--- src/rtl/hbus_memctrl_mc.sv ---
// hbus_memctrl_mc: HyperBus memory controller core, N_CS chip selects.
//
// Translates system memory commands (mi_*) into HyperBus transactions for a
// 2-cycle / 4-byte DDR PHY. Supports fixed or variable (RWDS-sampled) initial
// latency, a programmable CS-high recovery gap and a delayed read strobe.
//
// Ports:
//   clk, rst            system clock, async active-high reset
//   cfg_*               static configuration from the CSR block
//   mi_addr_cs..mi_wmsk command and write-data inputs from the master
//   mi_ready            command accept
//   mi_wack, mi_wlast   write word consumed / final write word
//   mi_rdata, mi_rstb,
//   mi_rlast            read data (straight from phy_dq_in), strobe, last
//   phy_*               PHY clock enables, DQ/RWDS drive and samples, CS_n
//   busy                controller not idle
module hbus_memctrl_mc #(
   parameter int unsigned N_CS  = 4,
   parameter int unsigned LEN_W = 8,
   parameter int unsigned DLY_W = 3,
   localparam int unsigned CS_W = (N_CS > 1) ? $clog2(N_CS) : 1
) (
   input  logic             clk,
   input  logic             rst,
   input  logic             cfg_run,
   input  logic [3:0]       cfg_lat,
   input  logic             cfg_lat_2x,
   input  logic             cfg_var_en,
   input  logic [3:0]       cfg_trwr,
   input  logic [DLY_W-1:0] cfg_cap_dly,
   input  logic [CS_W-1:0]  mi_addr_cs,
   input  logic [31:0]      mi_addr,
   input  logic [LEN_W-1:0] mi_len,
   input  logic             mi_rw,
   input  logic             mi_linear,
   input  logic             mi_valid,
   output logic             mi_ready,
   input  logic [31:0]      mi_wdata,
   input  logic [3:0]       mi_wmsk,
   output logic             mi_wack,
   output logic             mi_wlast,
   output logic [31:0]      mi_rdata,
   output logic             mi_rstb,
   output logic             mi_rlast,
   output logic [1:0]       phy_ck_en,
   input  logic [3:0]       phy_rwds_in,
   output logic [3:0]       phy_rwds_out,
   output logic [1:0]       phy_rwds_oe,
   input  logic [31:0]      phy_dq_in,
   output logic [31:0]      phy_dq_out,
   output logic [1:0]       phy_dq_oe,
   output logic [N_CS-1:0]  phy_cs_n,
   output logic             busy
);

   localparam int unsigned PipeD = (1 << DLY_W) - 1;

   typedef enum logic [2:0] {
      StIdle, StCaMsb, StCaLsb, StLatency, StDataWr, StDataRd, StDone, StRecover
   } state_e;

   state_e             state_q, state_d;
   logic [CS_W-1:0]    cs_q, cs_d;
   logic               rw_q, rw_d;
   logic [47:0]        ca_q, ca_d;
   logic [4:0]         lat_cnt_q, lat_cnt_d;
   logic [LEN_W-1:0]   beat_q, beat_d;
   logic [3:0]         rec_cnt_q, rec_cnt_d;
   logic [3:0]         trwr_q, trwr_d;
   logic [DLY_W-1:0]   cap_dly_q, cap_dly_d;
   logic [PipeD-1:0]   pv_q, pl_q;

   logic               cap_push, cap_last, dbl, cs_active;
   logic [4:0]         lat5;
   logic [DLY_W-1:0]   cap_idx;

   always_ff @(posedge clk or posedge rst) begin
      if (rst) begin
         state_q   <= StIdle;
         cs_q      <= '0;
         rw_q      <= 1'b0;
         ca_q      <= '0;
         lat_cnt_q <= '0;
         beat_q    <= '0;
         rec_cnt_q <= '0;
         trwr_q    <= '0;
         cap_dly_q <= '0;
         pv_q      <= '0;
         pl_q      <= '0;
      end else begin
         state_q   <= state_d;
         cs_q      <= cs_d;
         rw_q      <= rw_d;
         ca_q      <= ca_d;
         lat_cnt_q <= lat_cnt_d;
         beat_q    <= beat_d;
         rec_cnt_q <= rec_cnt_d;
         trwr_q    <= trwr_d;
         cap_dly_q <= cap_dly_d;
         // Capture pipe: stage k holds tokens pushed k+1 cycles ago.
         pv_q[0]   <= cap_push;
         pl_q[0]   <= cap_push & cap_last;
         for (int i = 1; i < int'(PipeD); i++) begin
            pv_q[i] <= pv_q[i-1];
            pl_q[i] <= pl_q[i-1];
         end
      end
   end

   always_comb begin
      state_d      = state_q;
      cs_d         = cs_q;
      rw_d         = rw_q;
      ca_d         = ca_q;
      lat_cnt_d    = lat_cnt_q;
      beat_d       = beat_q;
      rec_cnt_d    = rec_cnt_q;
      trwr_d       = trwr_q;
      cap_dly_d    = cap_dly_q;
      mi_ready     = 1'b0;
      mi_wack      = 1'b0;
      mi_wlast     = 1'b0;
      phy_ck_en    = 2'b00;
      phy_dq_out   = '0;
      phy_dq_oe    = 2'b00;
      phy_rwds_out = 4'h0;
      phy_rwds_oe  = 2'b00;
      cap_push     = 1'b0;
      cap_last     = 1'b0;
      dbl          = cfg_lat_2x | (cfg_var_en & (|phy_rwds_in));
      lat5         = {1'b0, (cfg_lat == 4'd0) ? 4'd1 : cfg_lat};

      unique case (state_q)
         StIdle: begin
            mi_ready = cfg_run && (rec_cnt_q == 4'd0);
            if (mi_valid && mi_ready) begin
               cs_d    = mi_addr_cs;
               rw_d    = mi_rw;
               beat_d  = mi_len;
               ca_d    = {mi_rw, 1'b0, mi_linear, mi_addr[31:3], 13'h0, mi_addr[2:0]};
               state_d = StCaMsb;
            end
         end
         StCaMsb: begin
            phy_dq_out = ca_q[47:16];
            phy_dq_oe  = 2'b11;
            phy_ck_en  = 2'b11;
            state_d    = StCaLsb;
         end
         StCaLsb: begin
            phy_dq_out = {ca_q[15:0], 16'h0};
            phy_dq_oe  = 2'b10;
            phy_ck_en  = 2'b11;
            // Latency and the per-transaction config are frozen here.
            lat_cnt_d  = (dbl ? (lat5 << 1) : lat5) - 5'd1;
            trwr_d     = cfg_trwr;
            cap_dly_d  = cfg_cap_dly;
            state_d    = StLatency;
         end
         StLatency: begin
            phy_ck_en = 2'b11;
            if (lat_cnt_q == 5'd0) begin
               state_d = rw_q ? StDataRd : StDataWr;
            end else begin
               lat_cnt_d = lat_cnt_q - 5'd1;
            end
         end
         StDataWr: begin
            phy_ck_en    = 2'b11;
            phy_dq_out   = mi_wdata;
            phy_dq_oe    = 2'b11;
            phy_rwds_out = mi_wmsk;
            phy_rwds_oe  = 2'b11;
            mi_wack      = 1'b1;
            mi_wlast     = (beat_q == '0);
            if (beat_q == '0) state_d = StDone;
            else              beat_d  = beat_q - LEN_W'(1);
         end
         StDataRd: begin
            phy_ck_en = 2'b11;
            cap_push  = 1'b1;
            cap_last  = (beat_q == '0);
            if (beat_q == '0) state_d = StDone;
            else              beat_d  = beat_q - LEN_W'(1);
         end
         StDone: begin
            rec_cnt_d = trwr_q;
            state_d   = (trwr_q != 4'd0) ? StRecover : StIdle;
         end
         StRecover: begin
            if (rec_cnt_q != 4'd0) rec_cnt_d = rec_cnt_q - 4'd1;
            if (rec_cnt_q <= 4'd1) state_d = StIdle;
         end
         default: state_d = StIdle;
      endcase
   end

   // Read strobe: zero delay bypasses the pipe so it lines up with DATA_RD.
   always_comb begin
      cap_idx = cap_dly_q - DLY_W'(1);
      if (cap_dly_q == '0) begin
         mi_rstb  = cap_push;
         mi_rlast = cap_push & cap_last;
      end else begin
         mi_rstb  = pv_q[cap_idx];
         mi_rlast = pl_q[cap_idx];
      end
   end

   // Out-of-range cs_q matches no bit, so no chip select is asserted.
   always_comb begin
      cs_active = (state_q == StCaMsb) || (state_q == StCaLsb) || (state_q == StLatency) ||
                  (state_q == StDataWr) || (state_q == StDataRd) || (state_q == StDone);
      for (int i = 0; i < int'(N_CS); i++) begin
         phy_cs_n[i] = ~(cs_active && (cs_q == CS_W'(i)));
      end
   end

   assign mi_rdata = phy_dq_in;
   assign busy     = (state_q != StIdle);

endmodule
--- config.mk ---
export PLATFORM = sky130hd
export DESIGN_NAME = hbus_memctrl_mc
export DESIGN_NICKNAME = d
export VERILOG_FILES = /design/src/rtl/hbus_memctrl_mc.sv
export SDC_FILE = /design/constraint.sdc
export NUM_CORES = 1
export LEC_CHECK = 0
export BUFFER_PORTS_ARGS = -buffer_cell sky130_fd_sc_hd__buf_2
export CAP_MARGIN = 15
export CORE_AREA = 2 2 124 126
export DETAILED_ROUTE_END_ITERATION = 10
export DIE_AREA = 0 0 126 128
export PLACE_DENSITY_LB_ADDON = 0.12
export SLEW_MARGIN = 20
export SYNTH_ARGS = -nofsm -noshare
export SYNTH_HDL_FRONTEND = slang
export SYNTH_SLANG_ARGS = --single-unit
--- constraint.sdc ---
create_clock -name clk -period 4.1 [get_ports clk]
set_clock_uncertainty 0.2 [all_clocks]
set_input_delay 0.82 -clock clk [delete_from_list [all_inputs] [get_ports clk]]
set_output_delay 0.82 -clock clk [all_outputs]
set_load 0.01 [all_outputs]
==> After elaboration in Yosys (flattened, before gate mapping) <==
Cells that the tools add are included.
{ "classes": {"n_addsub": 5, "magnitude_cmp": 2, "n_eq_ne": 17, "n_mux": 32, "n_bitwise": 7, "reduce_logical": 33} }
{ "ops": {"columns": ["operator", "count"], "rows": [
  ["32-bit case mux with 3 select lines", 1],
  ["3-bit case mux with 7 select lines", 1],
  ["8-bit two-way mux", 2],
  ["8-bit case mux with 2 select lines", 1],
  ["3-bit two-way mux", 5],
  ["3-bit equality test (second input constant)", 4],
  ["4-bit two-way mux", 3],
  ["2-bit != test (second input constant)", 6],
  ["1-bit two-way mux", 10],
  ["5-bit two-way mux", 2],
  ["5-bit case mux with 2 select lines", 1],
  ["5-bit by 1-bit subtractor with 5-bit output (second input constant)", 2],
  ["4-bit logical NOT", 2],
  ["8-bit logical NOT", 1],
  ["4-bit case mux with 2 select lines", 1],
  ["4-bit nonzero test", 2],
  ["8-bit by 1-bit subtractor with 8-bit output (second input constant)", 1],
  ["1-bit binary-select mux with 3-bit select", 2],
  ["3-bit by 2-bit equality test with 1-bit output (second input constant)", 2],
  ["1-bit logical AND", 6],
  ["3-bit logical NOT", 2],
  ["2-bit AND reduction", 3],
  ["2-bit nonzero test", 3],
  ["5-bit logical NOT", 1],
  ["other kinds (21)", 32]
]} }
{ "word_totals": {"regBits": 78, "output_inout_bits": 84} }

==> Logic depth before layout (Yosys ltp) <==
Gate-level depths: netlist of the first run.
{ "logic_depth": {"word_depth": 8, "mapped_depth": 8, "ltp_nobuf": 8} }

==> Worst setup path after synthesis of the first run <==
No wires, ideal clock.
{ "synth_path": {"path_type": "input to register", "start": "in phy_rwds_in[1]", "end": "reg lat_cnt_q[4]", "arrival_ns": 2.592, "required_time_ns": 3.769, "setup_slack_ns": 1.177, "cell_stages": 8, "cell_sequence": "o41a_1 > or3_2 > o311a_1 > a21oi_1 > ha_1 > nand4_1 > nor4_1 > nor3b_2"} }
{ "synth_via": {"elab_chain_cells": 6} }
{ "synth_lines": {"columns": ["element", "line", "text"], "rows": [
  ["from (decl)", "46", "input logic [3:0] phy_rwds_in,"],
  ["4-bit OR reduction", "130", "dbl = cfg_lat_2x | (cfg_var_en & (|phy_rwds_in));"],
  ["1-bit bitwise AND", "130", null],
  ["1-bit bitwise OR", "130", null],
  ["5-bit two-way mux", "155", "lat_cnt_d = (dbl ? (lat5 << 1) : lat5) - 5'd1;"],
  ["5-bit by 1-bit subtractor with 5-bit output", "155", null],
  ["5-bit case mux with 2 select lines", "133", "unique case (state_q)"],
  ["to (signal assigned)", "95", "lat_cnt_q <= lat_cnt_d;"],
  ["to (decl)", "66", "logic [4:0] lat_cnt_q, lat_cnt_d;"]
]} }
No other way between the ends.
A chain may end at the register's enable or synchronous reset.

==> Worst setup path in the final report of the first run <==
{ "layout_path": {"start": "reg state_q[1]", "end": "out phy_dq_out[7]"} }
{ "layout_via": {"elab_chain_cells": 2} }
{ "layout_lines": {"columns": ["element", "line", "text"], "rows": [
  ["from (decl)", "62", "state_e state_q, state_d;"],
  ["from (signal assigned)", "79", "state_q <= StIdle;"],
  ["from (signal assigned)", "91", "state_q <= state_d;"],
  ["3-bit equality test (tied with other cells)", "133", null],
  ["32-bit case mux with 3 select lines *", "133", null],
  ["to (decl)", "50", "output logic [31:0] phy_dq_out,"]
]} }
Every way passes the cells marked *; elsewhere a longest branch is shown, timed or not.

==> impl_metrics.tcl, run 1 <==
set metrics [dict create \
    status "complete, no violations" \
    synth_ff_type "dfrtp_1" \
    rsz0062_at_grt "no" \
    cp.required_ps 3080 \
    layout_setup_ws_ps 656 \
    rows 45 \
    setup_viol 0 \
    grt_pass1_vias 3572 \
    grt_start_max_net_pins 37 \
    nNetsFinal 666 \
    yosysSeqAreaShare_pct 44.2 \
    drtIter0Drc 126 \
    root_buffer "clkbuf_16" \
    max-cap-violations 0 \
    die-area_um2 16100 \
    drt-total-wl_mm 11.1 \
    viasPerCell 4.92 \
    hold_buffers 0 \
    yosysMostFrequentCell "dfrtp_1" \
    wl_per_cell_um 15.4 \
    drc_errors 0 \
    pre_cts_ws_ps 900 \
    yosysUniqueCellTypes 62 \
    worst_ir_drop_vdd_mv 0.171 \
    tightest_slew_ps 983 \
    cp-end-kind "output port" \
    track_usage_pct 14.3 \
    cts_tree "built" \
    yosysTopAreaCell "dfrtp_1" \
    async_flop_share_pct 100 \
    synthTopCellsByCount "dfrtp_1, mux2_2, buf_4, a22o_1, o21ai_0" \
    clk_path_buf_depth 2 \
    r2r-end "lat_cnt_q[4]$_DFFE_PP0P_" \
    cp_max_fo 35 \
    r2r_start "state_q[1]$_DFFE_PP0P_" \
    ant_nets 0 \
    startpoint_type "register" \
    gr-total-overflow 0 \
    insertion_delay_ps 340 \
    drv_slew 0 \
    io_pins 217 \
    antenna_cells 0 \
    coreArea_um2 14900 \
    syn_nets 551 \
    ctsResizeCount 0 \
    vias 3533 \
    cts_max_level 3 \
    cp.arrival_ps 2420 \
    cp-endpoint "phy_dq_out[7]" \
    syn_inst 411 \
    hold_path.class "register to register" \
    syn-cell-area_um2 4360 \
    fp.dieW_um 126 \
    post_cts_buffers 0 \
    cts_num_sinks 77 \
    clkTransAtPathRegs_ps 60 \
    r2r_slack_ps 1390 \
    synth_top_area_share_pct 44.2 \
    ff2ff_path_depth 7 \
    relSlewSlack_pct 34.3 \
    finalCritPeriodShare_pct 84.0 \
    start_util_pct 29.3 \
    fmax_mhz 290 \
    worst-setup-path-type "register to output port" \
    final.setup.tns_ps 0 \
    powerDensity_nw_per_um2 655 \
    ys_top_cells_by_area "dfrtp_1, mux2_2, buf_4" \
    gp_congestion 0.794 \
    firstDrtPassIters 4 \
    area_growth_pct 23.3 \
    startpoint "state_q[1]$_DFFE_PP0P_" \
    leakagePower_nw 2.65 \
    yosys_warnings 0 \
    antenna_found_initial 0 \
    port-buffer-count 152 \
    grt_pass1_wl_mm 18.4 \
    post-dp-hpwl_mm 8.26 \
    cts_made_buffers 9 \
    syn_avg_cell_area_um2 10.6 \
    synth_edf_count 0 \
    hold_viol 0 \
    ys_seq_elements 77 \
    fin_crit_ps 3440 \
    die_h_um 128 \
    drive_gt1_share_pct 44.3 \
]
cells in the final DEF, fill, tap and decap left out, types with 4 or more instances in the layout:
cell type,Yosys,layout
o211ai_1,4,4
nand2b_1,4,4
mux2_2,46,46
and3_1,6,6
buf_4,36,8
nand2_1,20,20
a21oi_1,16,16
ha_1,7,7
a22o_1,29,29
dfrtp_1,77,77
clkbuf_16,0,9
a22oi_1,5,5
nor2b_1,6,5
mux2i_1,5,5
nor3_1,5,5
inv_1,10,9
o21ai_0,25,25
nor4_1,5,5
buf_2,4,152
nor2_1,24,24
metal layers:
layer	vias to the layer above	share of wire, %	GRT usage (%)
li1	1699	-	-
met1	1670	46	19.1
met2	140	44	21.5
met3	24	8.2	4.13
met4	0	2.1	6.46
met5	-	0	0
area by class of cell:
type / instances / area [µm²]
clock buffer: 11 / 243
clock inverter: 4 / 72.6
fill: 1524 / 9490
inverter: 10 / 38.8
multi-input combinational: 268 / 2040
sequential: 77 / 1930
tap: 188 / 235
timing repair buffer: 160 / 821
worst min-delay path by stage:
stage / startpoint / to / slack (ps) / cells after the start
3_3_place_gp: pl_q[1]$_DFF_PP0_ / pl_q[2]$_DFF_PP0_ / 170 / 0
3_5_place_dp: pl_q[1]$_DFF_PP0_ / pl_q[2]$_DFF_PP0_ / 160 / 0
6_report: pl_q[1]$_DFF_PP0_ / pl_q[2]$_DFF_PP0_ / 170 / 0
4_1_cts: pl_q[1]$_DFF_PP0_ / pl_q[2]$_DFF_PP0_ / 170 / 0
2_1_floorplan: pl_q[1]$_DFF_PP0_ / pl_q[2]$_DFF_PP0_ / 150 / 0
5_1_grt: pl_q[1]$_DFF_PP0_ / pl_q[2]$_DFF_PP0_ / 180 / 0
registers in the layout (all words and copies together), names as in the netlist:
name       cells
cs_q           2
beat_q         8
lat_cnt_q      5
rec_cnt_q      4
cap_dly_q      3
pv_q           7
ca_q          33
pl_q           7
rw_q           1
state_q        3
trwr_q         4
cells by family after synthesis:
family	after synthesis	share of synthesized area, %
flops	77	44.2
compound gates	108	17.8
mux	53	14.1
simple gates	99	12.6
fa+ha+maj	7	2.01
xor+xnor	1	0.201
buf+inv	66	9.08
per-stage QoR:
| stage | cell area (µm²) | utilization, % | power (mW) | hold slack [ps] | instances |
|---|---|---|---|---|---|
| after floorplan | 4360 | - | 2.31 | 149 | 411 |
| after global placement | 5060 | 34.0 | 2.66 | 169 | 703 |
| after detailed placement | 5060 | 34.0 | 2.69 | 158 | 703 |
| after CTS | 5370 | 36.2 | 3.57 | 170 | 718 |
| after global routing | 5370 | 36.2 | 3.81 | 183 | 718 |
| final | 5370 | 36.2 | 3.52 | 171 | 718 |
power breakdown:
part / internal (mW) / switching, mW
clock: 0.545 / 0.311
sequential: 1.05 / 0.241
combinational: 0.660 / 0.713
critical path, stage by stage, from the launching register on:
cell and delay, ps:
dfrtp_1 580, nor2_1 560, nand2_1 180, inv_1 80
buf_4 320, a22o_1 210, buf_2 130
No activity file was read; power rests on OpenSTA's default activity.
==> inputs of run 2 (changes only) <==
Settings changed: ABC_AREA set to 1, CORE_AREA 2 2 124 126 to 2 2 125 127, DIE_AREA 0 0 126 128 to 0 0 127 129.
Clock period 4.1 ns to 3.6 ns, I/O delays scaled along.
==> run 2 against run 1 <==
Compared with the run above:
- design area is 1.4% higher
- die area increased by 1.6%
- sequential share of layout area is 0.50 points lower
- register-to-register slack worse by 340 ps
- power is 31% higher
- area after synthesis increased by 1.1%
- utilization rose by 0.24 points
- hold slack gained 1.6 ps
- final cell count increased by 19%
- worst setup slack worse by 230 ps
- critical path type unchanged
- largest power group unchanged
==> impl_metrics.tcl, run 2 <==
set metrics [dict create \
    grt_start_max_net_pins 45 \
    hold_buffers 0 \
    final.setup.tns_ps 0 \
    powerDensity_nw_per_um2 847 \
    synth-adder-area-share_pct 1.99 \
    worst_ir_drop_vdd_mv 0.340 \
    rows 45 \
    yosys_warnings 0 \
    largest_register "ca_q" \
    fp.dieW_um 127 \
    viasPerCell 4.52 \
    track_usage_pct 14.2 \
    die-area_um2 16400 \
    die_h_um 129 \
    insertion_delay_ps 340 \
    p_int_mw 2.79 \
    io_pins 217 \
    synth_edf_count 0 \
    gp_congestion 0.817 \
    drive_gt1_share_pct 30.2 \
    synth_top_area_share_pct 43.8 \
    worst-setup-path-type "register to output port" \
    pwr-share-seq_pct 31.2 \
    tightest_slew_ps 882 \
    status "complete, no violations" \
    post_cts_buffers 0 \
    p_sw_mw 1.82 \
    cts_made_buffers 9 \
    clk_path_buf_depth 2 \
    ys_top_cells_by_area "dfrtp_1, nand2_1, inv_1" \
    relSlewSlack_pct 41.0 \
    nNetsFinal 799 \
    hold_ws_ps 172 \
    pwr-share-comb_pct 45.9 \
    antenna_cells 0 \
    leakagePower_nw 2.96 \
    ys_seq_elements 77 \
    synth_top_family_by_area "simple AND/OR/NAND/NOR gates" \
    post-dp-hpwl_mm 8.58 \
    root_buffer "clkbuf_16" \
    drc_errors 0 \
    switching_share_pct 39.5 \
    synth_ff_type "dfrtp_1" \
    syn_inst 543 \
    crit_buf_inv 5 \
    antenna_found_initial 0 \
    cts_tree "built" \
    yosysTopAreaCell "dfrtp_1" \
    syn-cell-area_um2 4400 \
    cp.required_ps 2680 \
    yosysSeqAreaShare_pct 43.8 \
    grt_pass1_wl_mm 18.4 \
    async_flop_share_pct 100 \
    synth_compound_area_share_pct 15.1 \
    ctsResizeCount 0 \
    cp_cell_sequence "inv_1 -> nand2_1 -> nor2_1 -> buf_4 -> inv_1 -> nand2_1 -> inv_1 -> nand4_1 -> nand3_1 -> buf_2" \
    startpoint_type "register" \
    syn_nets 683 \
    cp.arrival_ps 2250 \
    layout_common_cells "buf_2, nand2_1, dfrtp_1" \
    cts_max_level 3 \
    cp_max_fo 21 \
    synthTopCellsByCount "nand2_1, dfrtp_1, inv_1, nor2_1, o21ai_0" \
    fmax_mhz 315 \
    ant_nets 0 \
    largestRegisters "ca_q x33, beat_q x8" \
    area_growth_pct 23.8 \
    final_common_cell "buf_2" \
    synthSimpleGateAreaFrac_pct 18.4 \
    coreArea_um2 15000 \
    fin_crit_ps 3170 \
    firstDrtPassIters 4 \
    yosysUniqueCellTypes 36 \
    syn_avg_cell_area_um2 8.11 \
    port-buffer-count 152 \
    cpMostUsedCell "inv_1" \
    cp_slowest_cell "inv_1" \
    drv_slew 0 \
    drt-total-wl_mm 11.3 \
    max-cap-violations 0 \
    drtIter0Drc 157 \
    cpPeakStageDelay_ps 410 \
    hold_path.class "register to register" \
    rsz0062_at_grt "no" \
    cts_num_sinks 77 \
    final_util_pct 36.4 \
    hold_viol 0 \
    setup_viol 0 \
    crit_family "buffers and inverters" \
    wl_per_cell_um 13.2 \
    largest_reg_flops 33 \
    gr-total-overflow 0 \
    power_frac_clock_pct 23.0 \
    start_util_pct 29.4 \
    vias 3850 \
    grt_pass1_vias 3773 \
    clkTransAtPathRegs_ps 60 \
    synth_xor_xnor_area_share_pct 1.39 \
    synth.area.mux_share_pct 4.35 \
    cp-end-kind "output port" \
    yosysMostFrequentCell "nand2_1" \
    finalCritPeriodShare_pct 88.2 \
]
-- run 2: layout make-up --
cell class              count  area, µm²
clock buffers              11        253
well taps                 188        235
inverters                  79        298
multi-input cells         335       1820
flip-flops and latches     77       1930
clock inverters             4       95.1
repair buffers            157        823
fillers                  1584       9530
-- run 2: path summary, 6_finish.rpt --
kind | from | to | slack (ps) | cells after the start
worst max-delay path | state_q[1]$_DFFE_PP0P_ | phy_cs_n[2] | 430 | 10
worst min-delay path | pl_q[5]$_DFF_PP0_ | pl_q[6]$_DFF_PP0_ | 170 | 0
worst max register to register | rec_cnt_q[0]$_DFFE_PP0P_ | ca_q[29]$_DFFE_PP0P_ | 1050 | 8
worst min register to register | pl_q[5]$_DFF_PP0_ | pl_q[6]$_DFF_PP0_ | 170 | 0
max in group asynchronous | rst | ca_q[27]$_DFFE_PP0P_ | 2320 | 3
min in group asynchronous | rst | cap_dly_q[1]$_DFFE_PP0P_ | 230 | 2
-- run 2: worst register-to-register path, stage by stage, from the launching register on --
cell,delay (ps)
dfrtp_1,390
inv_1,100
ha_1,210
nand2_1,120
nor3b_4,240
nand2_2,510
buf_4,470
nor2_1,140
a21oi_1,50
-- run 2: power groups by stage --
| stage | registers, mW | logic, mW | clock network (mW) |
|---|---|---|---|
| after floorplan | 1.38 | 1.56 | 0 |
| after global placement | 1.45 | 2.12 | 0 |
| after detailed placement | 1.45 | 2.14 | 0 |
| after CTS | 1.44 | 2.15 | 1.09 |
| after global routing | 1.49 | 2.43 | 1.12 |
| final | 1.44 | 2.12 | 1.06 |
-- run 2: logic make-up after synthesis --
logic type / Yosys count
adders and majority gates: 7
AOI/OAI and AO/OA: 112
DFF: 77
and+or+nand+nor: 196
xor gates and xnor gates: 7
buffers and inverters: 131
muxes: 13
-- run 2: metrics by stage --
step                instances  power (mW)  setup WS [ps]  cell area (µm²)
floorplan                 543        2.94            713             4400
global placement          836        3.57            845             5100
detailed placement        836        3.59            770             5100
CTS                       851        4.69            384             5450
global route              851        5.04            138             5450
finish                    851        4.62            425             5450
-- run 2: layer usage --
layer	part of all wire, %	track usage, %
met1	47	17.9
met2	45	22.4
met3	7.5	5.53
met4	1.2	4.78
met5	0	0
